===== config.mk =====
export PLATFORM = sky130hd
export DESIGN_NAME = accum_sequencer_flat
export DESIGN_NICKNAME = d
export VERILOG_FILES = /design/src/rtl/accum_sequencer_if.sv /design/src/rtl/accum_sequencer.sv /design/src/flat_wrapper.sv
export SDC_FILE = /design/constraint.sdc
export NUM_CORES = 1
export LEC_CHECK = 0
export CORE_ASPECT_RATIO = 1.75
export CORE_MARGIN = 8
export CORE_UTILIZATION = 25
export DETAILED_ROUTE_END_ITERATION = 12
export PLACE_DENSITY = 0.55
export SLEW_MARGIN = 40
export SYNTH_ARGS = -nofsm -noshare
export SYNTH_HDL_FRONTEND = slang
export SYNTH_SLANG_ARGS = --single-unit

===== constraint.sdc =====
create_clock -name iClk -period 2.56 [get_ports iClk]
set_clock_uncertainty 0.15 [all_clocks]
set_input_delay 0.512 -clock iClk [delete_from_list [all_inputs] [get_ports iClk]]
set_output_delay 0.512 -clock iClk [all_outputs]
set_load 0.01 [all_outputs]

===== src/rtl/accum_sequencer_if.sv =====
// Bundle between accum_sequencer and its neighbours: upstream operand stream,
// carry-save accumulator handshake and the result/status outputs.
interface accum_sequencer_if #(
  parameter int INPUT_LENGTH  = 16,
  parameter int OUTPUT_LENGTH = 32,
  parameter int COUNT_WIDTH   = 8
);
  logic                     iStart;
  logic [COUNT_WIDTH-1:0]   iCount;
  logic [INPUT_LENGTH-1:0]  iData;
  logic                     iValid;
  logic                     oDataReady;
  logic                     oAccumulate;
  logic                     oTerminate;
  logic [INPUT_LENGTH-1:0]  oA;
  logic                     iAccReady;
  logic [OUTPUT_LENGTH-1:0] iAccRes;
  logic                     iAccDone;
  logic [OUTPUT_LENGTH-1:0] oResult;
  logic                     oResultValid;
  logic                     oBusy;

  // Sequencer side
  modport slave (
    input  iStart, iCount, iData, iValid, iAccReady, iAccRes, iAccDone,
    output oDataReady, oAccumulate, oTerminate, oA, oResult, oResultValid, oBusy
  );

  // Environment side (operand source, accumulator, result consumer)
  modport master (
    output iStart, iCount, iData, iValid, iAccReady, iAccRes, iAccDone,
    input  oDataReady, oAccumulate, oTerminate, oA, oResult, oResultValid, oBusy
  );
endinterface


===== src/rtl/accum_sequencer.sv =====
// Initiator for the carry-save accumulator: pulls a batch of operands from an
// upstream valid/ready stream, issues each as a one-cycle accumulate pulse,
// then terminates the batch and captures the final sum.
//
// state     | meaning
// ----------+------------------------------------------------------------
// IDLE      | waiting for iStart; count latched on start
// FETCH     | upstream ready (only while accumulator ready); take operand
// ISSUE     | one-cycle accumulate pulse, counter decremented
// SETTLE    | one dead cycle so a stale accumulator ready is not trusted
// WAIT_RDY  | wait for accumulator ready, then next operand or terminate
// TERM      | one-cycle terminate pulse
// WAIT_DONE | wait for accumulator done, capture its result
// OUT       | one-cycle result-valid pulse
module accum_sequencer #(
  parameter int INPUT_LENGTH  = 16,
  parameter int OUTPUT_LENGTH = 32,
  parameter int COUNT_WIDTH   = 8
) (
  input  logic               iClk,
  input  logic               iRst,
  accum_sequencer_if.slave   bus
);

  typedef enum logic [2:0] {
    IDLE, FETCH, ISSUE, SETTLE, WAIT_RDY, TERM, WAIT_DONE, OUT
  } state_t;

  localparam logic [COUNT_WIDTH-1:0] CNT_ONE  = {{(COUNT_WIDTH-1){1'b0}}, 1'b1};
  localparam logic [COUNT_WIDTH-1:0] CNT_ZERO = '0;

  state_t                   state_q, state_d;
  logic [COUNT_WIDTH-1:0]   cnt_q, cnt_d;
  logic [INPUT_LENGTH-1:0]  a_q, a_d;
  logic [OUTPUT_LENGTH-1:0] res_q, res_d;

  logic data_ready;
  logic accumulate;
  logic terminate;
  logic result_valid;

  // State and datapath registers; reset drops any batch in flight.
  always_ff @(posedge iClk) begin
    if (!iRst) begin
      state_q <= IDLE;
      cnt_q   <= '0;
      a_q     <= '0;
      res_q   <= '0;
    end else begin
      state_q <= state_d;
      cnt_q   <= cnt_d;
      a_q     <= a_d;
      res_q   <= res_d;
    end
  end

  // Next-state, counter/operand/result updates and handshake outputs.
  always_comb begin
    state_d      = state_q;
    cnt_d        = cnt_q;
    a_d          = a_q;
    res_d        = res_q;
    data_ready   = 1'b0;
    accumulate   = 1'b0;
    terminate    = 1'b0;
    result_valid = 1'b0;

    case (state_q)
      IDLE: begin
        if (bus.iStart) begin
          cnt_d   = bus.iCount;
          state_d = (bus.iCount != CNT_ZERO) ? FETCH : TERM;
        end
      end
      FETCH: begin
        data_ready = bus.iAccReady;
        if (bus.iAccReady && bus.iValid) begin
          a_d     = bus.iData;
          state_d = ISSUE;
        end
      end
      ISSUE: begin
        accumulate = 1'b1;
        cnt_d      = cnt_q - CNT_ONE;
        state_d    = SETTLE;
      end
      SETTLE: begin
        state_d = WAIT_RDY;
      end
      WAIT_RDY: begin
        if (bus.iAccReady) begin
          state_d = (cnt_q != CNT_ZERO) ? FETCH : TERM;
        end
      end
      TERM: begin
        terminate = 1'b1;
        state_d   = WAIT_DONE;
      end
      WAIT_DONE: begin
        if (bus.iAccDone) begin
          res_d   = bus.iAccRes;
          state_d = OUT;
        end
      end
      OUT: begin
        result_valid = 1'b1;
        state_d      = IDLE;
      end
      default: begin
        state_d = IDLE;
      end
    endcase
  end

  assign bus.oDataReady   = data_ready;
  assign bus.oAccumulate  = accumulate;
  assign bus.oTerminate   = terminate;
  assign bus.oA           = a_q;
  assign bus.oResult      = res_q;
  assign bus.oResultValid = result_valid;
  assign bus.oBusy        = (state_q != IDLE);

endmodule


===== src/flat_wrapper.sv =====
// flat-port wrapper written by rule: the top's interface ports become plain ports
module accum_sequencer_flat 
#(
  parameter int INPUT_LENGTH  = 16,
  parameter int OUTPUT_LENGTH = 32,
  parameter int COUNT_WIDTH   = 8
)
  (iClk, iRst, bus_iStart, bus_iCount, bus_iData, bus_iValid, bus_iAccReady, bus_iAccRes, bus_iAccDone, bus_oDataReady, bus_oAccumulate, bus_oTerminate, bus_oA, bus_oResult, bus_oResultValid, bus_oBusy);
  accum_sequencer_if #(.INPUT_LENGTH(INPUT_LENGTH), .OUTPUT_LENGTH(OUTPUT_LENGTH), .COUNT_WIDTH(COUNT_WIDTH)) bus_i ();
  input  logic iClk;
  input  logic iRst;
  input wire logic [$bits(bus_i.iStart)-1:0] bus_iStart;
  input wire logic [$bits(bus_i.iCount)-1:0] bus_iCount;
  input wire logic [$bits(bus_i.iData)-1:0] bus_iData;
  input wire logic [$bits(bus_i.iValid)-1:0] bus_iValid;
  input wire logic [$bits(bus_i.iAccReady)-1:0] bus_iAccReady;
  input wire logic [$bits(bus_i.iAccRes)-1:0] bus_iAccRes;
  input wire logic [$bits(bus_i.iAccDone)-1:0] bus_iAccDone;
  output wire logic [$bits(bus_i.oDataReady)-1:0] bus_oDataReady;
  output wire logic [$bits(bus_i.oAccumulate)-1:0] bus_oAccumulate;
  output wire logic [$bits(bus_i.oTerminate)-1:0] bus_oTerminate;
  output wire logic [$bits(bus_i.oA)-1:0] bus_oA;
  output wire logic [$bits(bus_i.oResult)-1:0] bus_oResult;
  output wire logic [$bits(bus_i.oResultValid)-1:0] bus_oResultValid;
  output wire logic [$bits(bus_i.oBusy)-1:0] bus_oBusy;
  assign bus_i.iStart = bus_iStart;
  assign bus_i.iCount = bus_iCount;
  assign bus_i.iData = bus_iData;
  assign bus_i.iValid = bus_iValid;
  assign bus_i.iAccReady = bus_iAccReady;
  assign bus_i.iAccRes = bus_iAccRes;
  assign bus_i.iAccDone = bus_iAccDone;
  assign bus_oDataReady = bus_i.oDataReady;
  assign bus_oAccumulate = bus_i.oAccumulate;
  assign bus_oTerminate = bus_i.oTerminate;
  assign bus_oA = bus_i.oA;
  assign bus_oResult = bus_i.oResult;
  assign bus_oResultValid = bus_i.oResultValid;
  assign bus_oBusy = bus_i.oBusy;
  accum_sequencer #(.INPUT_LENGTH(INPUT_LENGTH), .OUTPUT_LENGTH(OUTPUT_LENGTH), .COUNT_WIDTH(COUNT_WIDTH)) u_core (.iClk(iClk), .iRst(iRst), .bus(bus_i));
endmodule

==> metrics.cfg <==
[placed_design]
port_buffers = 114
dp_hpwl_um = 6180
place_area_um2 = 3770
globalplace.congestion = 0.836

[timing]
slew_viol_final = 0
hold_violations = 0
maxSlewHeadroom_pct = 53.6
min_period_over_period_pct = 95.9
fmaxAchievable_ghz = 0.407
post-route-min-period_ns = 2.45
worstMarginPinSlew_ns = 0.678
setup_violations = 0
finalSetupTns_ns = 0
grt_setup_unrepaired = no

[clock_tree]
clk_transition_reported_paths_ns = 0.05
htreeDepth = 3
cts_max_path_buffers = 2
cts-root-buf = clkbuf_16
clock_latency_ns = 0.32
cts.sinks = 59
cts_setup_buffers = 0
cts_tree = yes
cts_buffers = 9

[power]
intPower_w = 0.00220
switchingPower_w = 0.00107
seq_power_share_pct = 34.3
leakagePower_nw = 1.40
fin_total_pwr_w = 0.00327
ir_drop_v = 0.000533
power_density_nw_per_um2 = 809
switching_share_pct = 32.7
clkPwrFrac_pct = 33.0
combPwrFrac_pct = 32.7

[floorplanning]
fp.dieH_um = 149
dieArea_um2 = 13700
rows = 48
fp.dieW_um = 92.0
core-area_um2 = 9850
initial_core_util_pct = 25.7
ioPinCount = 115

[final_layout]
drive_gt1_share_pct = 7.83
final-seq-area_um2 = 1180
utilization_pct = 41.0
stdcell_area_um2 = 4040
fillers = 1039
nets = 497
multiInputGateArea_um2 = 1190
syn2layout_area_growth_pct = 59.7
antenna_cells = 0

[routing]
drc = 0
drt_first_pass_iters = 4
dr.first_iter.drc_count = 84
vias = 2569
avgRoutedWirePerCell_um = 14.9
finalWirelength_um = 8350
drtAntennaViolNets = 0
routed_via_density = 4.60

[yosys]
synth_warnings = 0
synth_seq_cells = 59
synth_area_per_cell_um2 = 7.91
synth_cells = 320
synthFlopType = dfxtp_1
ys_async_sr_fraction_pct = 0
synth-edff-count = 0
syn_area_um2 = 2530
syn_nets = 387
yosysUniqueCellTypes = 44
synth_seq_area_share_pct = 46.7

[grt]
grt_pass1_vias = 2474
grt_antenna_before_repair = 0
grt_max_degree = 41
grt_pass1_wl_um = 13000
grt_overflow_total = 0
grtUsageTotal_pct = 12.0

[setup_path]
arrival_ns = 1.79
cp-start-kind = flop
crit_fanout = 6
crit_type = flop to primary output
endpoint_kind = primary output
cp.required_ns = 1.90

[outcome]
status = completed

[hold_path]
hold_path_class = flop to flop

[job]
maxCapViolCount = 0

==> cells by family (layout without fill, tap and decap cells) <==
logic type	after synthesis	after routing	share of synthesized area [%]
AO/OA/AOI/OAI	85	85	19.5
AND/OR/NAND/NOR	138	138	24.0
multiplexers	2	2	0.989
flip-flops	59	59	46.7
buffers and inverters	31	145	6.33
adder cells (fa/ha/maj)	5	5	2.47
==> cells in the mapped netlist, types with 2 or more instances <==
cell	n	share of area [%]
nand2_1	102	15
inv_1	8	1.2
o31ai_1	2	0.59
nor3b_1	3	0.89
buf_6	4	1.8
nand3_1	3	0.59
clkbuf_1	11	1.6
ha_1	5	2.5
buf_4	2	0.59
a21oi_1	59	12
dfxtp_1	59	47
and3_1	2	0.49
o21ai_1	2	0.40
o21ai_0	4	0.79
nor2_1	9	1.3
nor4_1	2	0.49
or4_1	2	0.59
buf_2	5	0.99
a211oi_1	2	0.59
and2_1	4	0.99
nor3_1	3	0.59
o21a_1	5	1.5
==> registers in the layout, indices dropped and copies added, names as in the netlist <==
signal / cells
u_core.cnt_q: 8
u_core.bus.oA: 16
u_core.bus.oResult: 32
u_core.state_q: 3
==> critical path, stage by stage (launching register included) <==
cell and delay [ns]:
dfxtp_1 0.32, inv_1 0.09, ha_1 0.28, and3b_1 0.23, clkdlybuf4s50_1 0.55
==> final timing paths <==
path                          startpoint                      to  slack [ns]  cells after the start
setup / recovery       u_core.state_q[1]          bus_oDataReady        0.11                      4
hold reg to reg   u_core.bus.oResult[23]  u_core.bus.oResult[23]        0.30                      2
setup reg to reg       u_core.state_q[0]       u_core.state_q[2]        0.51                      6
hold / removal    u_core.bus.oResult[23]  u_core.bus.oResult[23]        0.30                      2
==> final cells by class <==
class / count / area share, %
well taps: 125 / 3.87
multi-input cells: 230 / 29.5
repair buffers: 121 / 29.8
inverters: 9 / 0.836
clock inverters: 5 / 0.743
clock buffers: 10 / 5.91
flip-flops and latches: 59 / 29.3
==> cells in the final DEF (no fill, tap or decap), types with 4 or more instances in the layout <==
master and instances:
dfxtp_1 58, nand2_1 102, o21a_1 5, a21oi_1 59, and2_1 4, clkdlybuf4s50_1 114, o21ai_0 4, inv_1 8
nor2_1 9, clkbuf_16 9, buf_4 6
==> timing repair <==
| action | 4_1_cts | 5_1_grt |
|---|---|---|
| setup endpoints to repair | 0 | 2 |
| hold buffers | 0 | 0 |
| gates resized for setup | 0 | 3 |
==> per-layer routing <==
layer / part of all wire, % / wire length [µm] / track usage [%] / vias to the layer above
met2: 53 / 4430 / 21.1 / 94
met5: 0 / 0 / 0 / -
met3: 6.9 / 572 / 3.93 / 17
met4: 2.2 / 187 / 5.68 / 0
met1: 38 / 3160 / 12.6 / 1161
li1: - / - / - / 1297
==> through the flow <==
| stage | instances | setup WS [ns] | hold WS (ns) |
|---|---|---|---|
| finish | 559 | 0.105 | 0.301 |
| global route | 559 | 0.00406 | 0.318 |
| CTS | 559 | 0.0121 | 0.303 |
| detailed placement | 544 | 0.125 | 0.296 |
| global placement | 544 | 0.153 | 0.292 |
| floorplan | 320 | 0.730 | 0.324 |
==> power by group through the flow <==
| stage | registers, W | clock network (W) | logic (W) |
|---|---|---|---|
| after floorplan | 0.00110 | 0 | 0.000744 |
| after global placement | 0.00113 | 0 | 0.00104 |
| after detailed placement | 0.00114 | 0 | 0.00106 |
| after CTS | 0.00112 | 0.00112 | 0.00107 |
| after global routing | 0.00114 | 0.00117 | 0.00118 |
| final | 0.00112 | 0.00108 | 0.00107 |
Note: power is estimated with default switching activity, not from simulation.
